<file path="config.mk">
export PLATFORM = sky130hd
export DESIGN_NAME = pipe_skid_reg
export DESIGN_NICKNAME = d
export VERILOG_FILES = /design/src/rtl/pipe_skid_reg.sv
export SDC_FILE = /design/constraint.sdc
export NUM_CORES = 1
export LEC_CHECK = 0
export BUFFER_PORTS_ARGS = -buffer_cell sky130_fd_sc_hd__buf_4
export CAP_MARGIN = 20
export CORE_MARGIN = 5
export CORE_UTILIZATION = 45
export DETAILED_ROUTE_END_ITERATION = 16
export GPL_ROUTABILITY_DRIVEN = 0
export GPL_TIMING_DRIVEN = 0
export MAX_ROUTING_LAYER = met4
export PLACE_DENSITY = 0.65
export SLEW_MARGIN = 20
export SYNTH_ARGS = -nofsm -noshare
export SYNTH_HDL_FRONTEND = slang
export SYNTH_SLANG_ARGS = --single-unit
</file>
<file path="constraint.sdc">
create_clock -name clk -period 2 [get_ports clk]
set_input_delay 0.4 -clock clk [delete_from_list [all_inputs] [get_ports clk]]
set_output_delay 0.4 -clock clk [all_outputs]
set_load 0.05 [all_outputs]
</file>
<file path="src/rtl/pipe_skid_reg.sv">
`default_nettype none
// +--------------------------------------------------------------------------+
// | pipe_skid_reg : two-entry skid register with registered-only outputs.     |
// | Revision 1.0                                                             |
// +--------------------------------------------------------------------------+
module pipe_skid_reg #(
   parameter int WIDTH = 32
) (
   input  logic             clk,
   input  logic             rst_l,
   input  logic             flush,
   input  logic             in_valid,
   input  logic [WIDTH-1:0] in_data,
   output logic             in_ready,
   output logic             out_valid,
   output logic [WIDTH-1:0] out_data,
   input  logic             out_ready,
   output logic [1:0]       count
);

   typedef enum logic [1:0] {
      EMPTY = 2'd0,
      BUSY  = 2'd1,
      FULL  = 2'd2
   } state_t;

   state_t           state;
   logic [WIDTH-1:0] main_q;
   logic [WIDTH-1:0] skid_q;

   logic in_xfer;
   logic out_xfer;

   // Handshake qualifiers only steer the next state; no input reaches an output.
   assign in_xfer  = in_valid  && (state != FULL);
   assign out_xfer = out_ready && (state != EMPTY);

   always_ff @(posedge clk or negedge rst_l) begin
      if (!rst_l) begin
         state  <= EMPTY;
         main_q <= '0;
         skid_q <= '0;
      end else if (flush) begin
         state <= EMPTY;
      end else begin
         case (state)
            EMPTY: begin
               if (in_xfer) begin
                  main_q <= in_data;
                  state  <= BUSY;
               end
            end
            BUSY: begin
               if (in_xfer && out_xfer) begin
                  main_q <= in_data;
               end else if (in_xfer) begin
                  skid_q <= in_data;
                  state  <= FULL;
               end else if (out_xfer) begin
                  state <= EMPTY;
               end
            end
            FULL: begin
               if (out_xfer) begin
                  main_q <= skid_q;
                  state  <= BUSY;
               end
            end
            default: state <= EMPTY;
         endcase
      end
   end

   assign in_ready  = (state != FULL);
   assign out_valid = (state != EMPTY);
   assign out_data  = main_q;
   assign count     = state;

endmodule
`default_nettype wire

</file>
# After elaboration in Yosys (flattened, before gate mapping)
# Index checks and enable logic that the tools add are counted.
# word_totals
register_bits	66
in_bits	37
# op_classes
n_eq_ne	10
n_mux	11
bitwise_logic	2
n_reduce_logical	9
# ops
cell	n
$mux W32	3
$pmux W32 S3	1
$mux W2	6
$ne A3 B3 Y1 const B	3
$ne A2 B2 Y1 const B	4
$reduce_and A4 Y1	2
$pmux W2 S3	1
$reduce_and A5 Y1	1
$ne A4 B4 Y1 const B	1
$logic_and A1 B1 Y1	3
$reduce_bool A3 Y1	1
$eq A2 B1 Y1 const B	1
$eq A2 B2 Y1 const B	1
$logic_not A2 Y1	1
$not A1 Y1	2
$reduce_bool A2 Y1	1

# Longest topological paths before layout
# Gate-level depths: netlist of the first run.
# depth
word_depth	7
depth_mapped	5
mapped_depth_nobuf	4

# Least setup slack after synthesis of the first run
# OpenSTA, ideal clock, no wires.
# synth_path
path_kind	register to register
start	register state[1] (netlist: count[1])
end	register main_q[10] (netlist: out_data[10])
setup_ns	0.125
arrival_ns	1.770
slack_ns	0.105
path_stages_with_launch	6
cell_sequence	dfrtp_1 -> nor2b_2 -> buf_6 -> buf_8 -> mux2_2 -> mux2_2
# synth_via
elab_chain_cells	5
# synth_rtl
element	line	rtl
start, declared	27	state_t state;
start signal, assigned	40	state <= EMPTY;
start signal, assigned	44	state <= EMPTY;
start signal, assigned	50	state <= BUSY;
$ne A2 B2 Y1 / $reduce_bool A2 Y1 (equally long branches)	35, 36	
$logic_and A1 B1 Y1, on equally long branches	35, 36	
$logic_and A1 B1 Y1	54	if (in_xfer && out_xfer) begin
$ne A2 B2 Y1 (no source line)	-	
$reduce_and A5 Y1 (no source line)	-	
end signal, assigned	49	main_q <= in_data;
end signal, assigned	55	main_q <= in_data;
end signal, assigned	65	main_q <= skid_q;
end, declared	28	logic [WIDTH-1:0] main_q;
# Several ways; a longest one is shown, not always the timed one.
# A chain may end at the register's enable or synchronous reset.

# Final worst setup path of the first run
# layout_path
start	register state[1] (netlist: count[1])
end	output in_ready
# layout_via
elab_chain_cells	1
# layout_rtl
element	line	rtl
$ne A2 B2 Y1	74	assign in_ready = (state != FULL);
end, declared	14	output logic in_ready,
# Every way passes these cells.

==> Implementation_results.wiki, run 1 <==
{| class="wikitable"
! Metric !! Value
|-
| Outcome || finished, final reports clean
|-
| Kind of capture point of the worst setup path || primary output
|-
| Leakage Power || 1.75 nW
|-
| Area of combinational cells with multiple inputs || 1230 um2
|-
| # rows || 29
|-
| Netlist cell types || 20
|-
| DRC errors left || 0
|-
| Post-Route WL || roughly 5700 um
|-
| Transition time of the tightest slew-check pin || between 0.8 and 0.9 ns
|-
| Via density per instance || 5.09
|-
| Combined global-route utilization of all metal layers || 14.6%
|-
| Detailed placer's ending HPWL || 4040 um
|-
| Required time at the worst-slack endpoint || 1.60 ns
|-
| Flop and latch count out of synthesis || 66
|-
| Shortest period the worst path allows || between 1.5 and 2 ns
|-
| CTS resizes || 0
|-
| Worst reg-to-reg path cell count || 4
|-
| Capture point of the worst reg-to-reg path || skid_q[16]$_DFFE_PN0P_
|-
| First-pass GRT wire length || 9400 um
|-
| Leading cell type in the layout, fill and taps excluded || sky130_fd_sc_hd__mux2_2
|-
| Type of the worst setup path || register to primary output
|-
| Reg-to-reg startpoint || count[1]$_DFFE_PN0P_
|-
| Total power density per cell area || ~1100 nW/um2
|-
| Via count || roughly 1,800
|-
| TritonCTS clock tree || done
|-
| Fraction of final layout cells sized beyond drive strength 1 || 68.5%
|-
| Finish-stage setup viols || 0
|-
| H-tree lvl count || 3
|-
| Register area share after synthesis || 54.9%
|-
| Post-Syn Instances || 188
|-
| Final hold slack || 0.156 ns
|-
| Ant. Diodes || 0
|-
| Final period utilization || a little over nine tenths
|-
| Final Hold Violating Endpoints || 0
|-
| Number of sinks on the clock net || 66
|-
| Worst-Skew Late Latency || roughly 0.33 ns
|-
| Boundary pin count || 73
|-
| Cell area after layout || between 3000 and 4000 um2
|-
| Starting DRC count in detailed routing || between 50 and 60
|-
| Kind of path behind the tightest hold check || input port to async pin
|-
| Maximum buffer depth of the clock tree || 2
|-
| Total die area || 8420 um2
|-
| Core utilization of the finished layout || between 60 and 70%
|-
| Clock tree root buffer cell || sky130_fd_sc_hd__clkbuf_8
|-
| Synthesis-to-finish area growth || 28.4%
|-
| Post-layout nets || approximately 300
|-
| Setup bufs post-CTS || 0
|-
| Sum of overflow across all layers after global routing || 0
|-
| Data arrival time of the worst path || 1.51 ns
|-
| Mux share of post-synthesis cell area || a little under two fifths
|-
| Yosys warns || 0
|-
| Port bufs || 72
|-
| Startpoint type of the worst setup path || register
|-
| Final worst clock skew || 0.00888 ns
|-
| Maximum VDD drop || 0.578 mV
|-
| Floorplan core area || 6420 um2
|-
| Antenna violations before repair || 0
|-
| CP max stage cell || sky130_fd_sc_hd__dfrtp_1
|-
| CP Buf/Inv Count || 4
|-
| Most used cells in the layout excluding fill and tap cells || sky130_fd_sc_hd__mux2_2, sky130_fd_sc_hd__buf_4, sky130_fd_sc_hd__dfrtp_1
|-
| Unrepaired setup endpoints after global routing || no
|-
| Remaining max-slew budget at the tightest pin || between 40% and 50%
|-
| Nets in the synthesized netlist || between 200 and 250
|-
| Clock slew seen by the registers of the worst setup and hold paths || 0.07 ns
|-
| Die Width || 91.8 um
|-
| Maximum number of pins on one net before global-route repair || 67
|-
| Max_cap viols || 0
|-
| Number of nets with antenna violations after routing || 0
|-
| Fraction of the mapped netlist area in adder cells || 0%
|-
| Biggest fanout along the worst timing path || 10
|-
| Basic-gate share of the synthesized area counting and, or, nand and nor cells || under 10%
|-
| Number of optimization iterations in the first detailed-route pass || 4
|-
| Post-synthesis cell area || 3010 um2
|-
| Final Instance Count excl. Fillers || 353
|-
| Xor and xnor fraction of the mapped netlist area || 0%
|-
| Dominant delay contributor by cell family on the critical path || buffers and inverters
|-
| Dominant combinational cell family by area after synthesis || multiplexers
|-
| Total negative slack for setup checks || 0 ns
|-
| Post-synthesis compound-gate area fraction || 1.46%
|-
| Routed wire length per instance || 16.2 um
|-
| Total count of max-transition violations in the final report || 0
|-
| Vertical die dimension || 91.8 um
|-
| Vias in the first global route || about 2,000
|-
| Syn_area_per_cell || between 15 and 20 um2
|-
| Fmax || 0.525 GHz
|-
| Number of buffers inserted during clock tree synthesis || 9
|-
| Largest stage delay on the critical path || 0.45 ns
|-
| Post-place instance area || 3650 um2
|-
| Inst Count DP || 337
|-
| Fill cell count || 533
|-
| Hold buffers post-CTS || 0
|-
| Flip-flop and latch area || 1650 um2
|-
| Slack of the worst reg-to-reg path || around 0.27 ns
|-
| Initial standard-cell utilization of the core || 46.9%
|-
| Crit-path cells || nor2b_2, buf_6, buf_8, inv_1, buf_4
|}
[how the worst max path moves through the flow]
stage | cells after the start | slack (ns) | endpoint | startpoint
5_1_grt | 5 | 0.01 | in_ready | count[1]$_DFFE_PN0P_
3_3_place_gp | 5 | 0.16 | skid_q[17]$_DFFE_PN0P_ | out_ready
4_1_cts | 5 | 0.07 | in_ready | count[1]$_DFFE_PN0P_
6_report | 5 | 0.09 | in_ready | count[1]$_DFFE_PN0P_
3_5_place_dp | 5 | 0.16 | skid_q[25]$_DFFE_PN0P_ | out_ready
2_1_floorplan | 5 | 0.11 | out_data[10]$_DFFE_PN0P_ | count[1]$_DFFE_PN0P_
[per-stage QoR]
step / setup slack [ns] / total power [W]
2_1_floorplan: 0.105 / 0.00269
3_3_place_gp: 0.162 / 0.00308
3_5_place_dp: 0.164 / 0.00312
4_1_cts: 0.0650 / 0.00436
5_1_grt: 0.0118 / 0.00449
6_report: 0.0939 / 0.00430
[routing by layer]
layer	track usage [%]	vias to the layer above	routed length, um
li1	-	843	-
met1	17.6	894	2480
met2	22.9	52	2830
met3	4.26	9	346
met4	6.68	0	73
met5	-	-	0
[cells in the mapped netlist, drive strengths merged]
| library cell | instances | share of area [%] |
|---|---|---|
| o21a | 1 | 0.25 |
| dfrtp | 66 | 55 |
| buf | 10 | 4.1 |
| a21oi | 3 | 0.87 |
| nand2b | 1 | 0.21 |
| nand2 | 2 | 0.33 |
| nor2 | 1 | 0.12 |
| mux2 | 96 | 37 |
| nand3b | 1 | 0.25 |
| nor2b | 2 | 0.58 |
| o22a | 1 | 0.33 |
| or2 | 1 | 0.21 |
| inv | 1 | 0.12 |
| nor3b | 1 | 0.62 |
| nor3 | 1 | 0.17 |
[worst reg2reg max path, delay by kind of cell, from the launching register on]
kind	cells	cell delay [ns]
and+or+nand+nor	2	0.60
DFF	1	0.45
muxes	1	0.34
buffers and inverters	1	0.22
[cell families (layout without fill, tap and decap cells)]
logic type      after synthesis  in the layout
buf+inv                      11             99
simple gates                 10             10
compound gates                5              5
mux                          96             96
flops                        66             66
[report_power, final]
group	internal [W]	switching (W)	leakage (nW)
sequential	0.00165	0.000155	0.796
combinational	0.000532	0.000729	0.848
clock	0.000732	0.000501	0.109
total	0.00292	0.00138	1.75
[sequential cells by signal (all words and copies together), names as in the netlist]
register / count
count: 2
out_data: 32
skid_q: 32
[cell type report]
type / count / share of cell area [%]
Buffer: 10 / 3.20
Clock buffer: 11 / 3.66
Clock inverter: 5 / 2.01
Inverter: 1 / 0.0971
Multi-Input combinational cell: 111 / 31.8
Sequential cell: 66 / 42.7
Tap cell: 77 / 2.49
Timing Repair Buffer: 72 / 14.0
Power figures use the tool's default switching activity.
==> run 2, diff against run 1 <==
CORE_MARGIN = default   (was 5)
HOLD_SLACK_MARGIN = 0.02   (was default)
==> Implementation_results.wiki, run 2 (same netlist as run 1, synthesis figures left out) <==
{| class="wikitable"
! Metric !! Value
|-
| Crit-path cells || nor2b_2, buf_6, buf_8, inv_1, buf_4
|-
| Number of optimization iterations in the first detailed-route pass || 3
|-
| Via count || 1,796
|-
| Clock tree root buffer cell || sky130_fd_sc_hd__clkbuf_8
|-
| Starting DRC count in detailed routing || 40
|-
| Kind of path behind the tightest hold check || input port to async pin
|-
| Final hold slack || 0.176 ns
|-
| Shortest period the worst path allows || approximately 1.9 ns
|-
| Post-layout nets || between 300 and 400
|-
| Maximum VDD drop || roughly 0.67 mV
|-
| # rows || 29
|-
| Vias in the first global route || 1,842
|-
| Fraction of final layout cells sized beyond drive strength 1 || 68.8%
|-
| Post-Route WL || 5410 um
|-
| Startpoint type of the worst setup path || register
|-
| Die Width || approximately 84 um
|-
| DRC errors left || 0
|-
| Required time at the worst-slack endpoint || 1.60 ns
|-
| Synthesis-to-finish area growth || 29.6%
|-
| Total negative slack for setup checks || 0 ns
|-
| Overall power consumption || 0.00446 W
|-
| Final worst clock skew || around 0.0057 ns
|-
| Sum of overflow across all layers after global routing || 0
|-
| Kind of capture point of the worst setup path || primary output
|-
| Fill cell count || approximately 530
|-
| Leading cell type in the layout, fill and taps excluded || sky130_fd_sc_hd__mux2_2
|-
| Final Hold Violating Endpoints || 0
|-
| Biggest fanout along the worst timing path || 10
|-
| Number of sinks on the clock net || 66
|-
| Vertical die dimension || 83.8 um
|-
| Transition time of the tightest slew-check pin || 0.839 ns
|-
| Total count of max-transition violations in the final report || 0
|-
| Via density per instance || 5.09
|-
| Total power density per cell area || 1140 nW/um2
|-
| Max_cap viols || 0
|-
| H-tree lvl count || 3
|-
| CP max stage cell || sky130_fd_sc_hd__dfrtp_2
|-
| Floorplan core area || 6390 um2
|-
| Boundary pin count || 73
|-
| Unrepaired setup endpoints after global routing || no
|-
| Type of the worst setup path || register to primary output
|-
| Number of buffers inserted during clock tree synthesis || 9
|-
| Combined global-route utilization of all metal layers || 17.5%
|-
| Final period utilization || 94.2%
|-
| Finish-stage setup viols || 0
|-
| Most used cells in the layout excluding fill and tap cells || sky130_fd_sc_hd__mux2_2, sky130_fd_sc_hd__buf_4, sky130_fd_sc_hd__dfrtp_1
|-
| Fmax || around 0.53 GHz
|-
| Remaining max-slew budget at the tightest pin || between 40 and 50%
|-
| Detailed placer's ending HPWL || 3610 um
|-
| Number of nets with antenna violations after routing || 0
|-
| Initial standard-cell utilization of the core || 47.1%
|-
| Largest stage delay on the critical path || between 0.4 and 0.5 ns
|-
| Port bufs || 72
|-
| Core utilization of the finished layout || 61.1%
|-
| Antenna violations before repair || 0
|-
| Worst-Skew Late Latency || 0.33 ns
|-
| Routed wire length per instance || 15.3 um
|-
| First-pass GRT wire length || roughly 9200 um
|-
| TritonCTS clock tree || done
|-
| Ant. Diodes || 0
|-
| Data arrival time of the worst path || 1.48 ns
|-
| Maximum number of pins on one net before global-route repair || 67
|-
| Outcome || finished, final reports clean
|-
| Total die area || 7020 um2
|-
| Leakage Power || 1.77 nW
|-
| Maximum buffer depth of the clock tree || 2
|-
| Clock slew seen by the registers of the worst setup and hold paths || 0.07 ns
|}
-- run 2: cell count changes in the layout (fill, tap and decap cells not counted) --
cell                        before  now
sky130_fd_sc_hd__clkinv_2        2    0
sky130_fd_sc_hd__bufinv_16       2    3
sky130_fd_sc_hd__dfrtp_2         0    1
sky130_fd_sc_hd__clkbuf_8       10   11
sky130_fd_sc_hd__dfrtp_1        66   65
-- run 2: timing repair --
action | CTS | global route
hold buffers | 0 | 0
buffers inserted | 0 | 0
gates resized for setup | 0 | 1
hold endpoints to repair | 0 | 0
setup endpoints to repair | 0 | 1
-- run 2: per-layer routing --
metal / vias up / wire length, um / global-route usage [%]
met5: - / 0 / -
met4: 0 / 73 / 6.93
met3: 8 / 217 / 4.06
met2: 46 / 2580 / 25.6
met1: 900 / 2540 / 23.7
li1: 842 / - / -
-- run 2: cell type report --
class,count,area (um2),share of cell area (%)
well taps,77,96.3,2.47
clock inverters,4,97.6,2.50
plain buffers,10,124,3.18
multi-input cells,111,1230,31.5
inverters,1,3.75,0.0962
flip-flops and latches,66,1650,42.4
clock buffers,12,155,3.98
repair buffers,72,541,13.9
-- run 2: power by group --
group,internal (W),switching [W]
sequential,0.00165,0.000154
clock,0.000897,0.000496
combinational,0.000532,0.000722
total,0.00308,0.00137
-- run 2: worst max-delay path: cells and delay by family (launching register included) --
| family | cells | cell delay (ns) |
|---|---|---|
| and+or+nand+nor | 1 | 0.17 |
| buffers and inverters | 4 | 0.53 |
| DFF | 1 | 0.45 |
-- run 2: final timing paths --
kind,slack (ns),cells after the start,startpoint,to
worst max-delay path,0.12,5,count[1]$_DFFE_PN0P_,in_ready
worst min-delay path,0.18,1,rst_l,count[0]$_DFFE_PN0P_
worst max register to register,0.26,4,count[1]$_DFFE_PN0P_,skid_q[18]$_DFFE_PN0P_
worst min register to register,0.48,1,skid_q[28]$_DFFE_PN0P_,skid_q[28]$_DFFE_PN0P_
max in group asynchronous,1.24,1,rst_l,count[1]$_DFFE_PN0P_
min in group clk,0.26,2,out_ready,count[1]$_DFFE_PN0P_
-- run 2: per-stage QoR --
| stage | setup slack, ns | area, um2 | instances |
|---|---|---|---|
| 2_1_floorplan | 0.105 | 3010 | 188 |
| 3_3_place_gp | 0.178 | 3650 | 337 |
| 3_5_place_dp | 0.142 | 3650 | 337 |
| 4_1_cts | 0.0371 | 3900 | 353 |
| 5_1_grt | 0.0339 | 3900 | 353 |
| 6_report | 0.117 | 3900 | 353 |
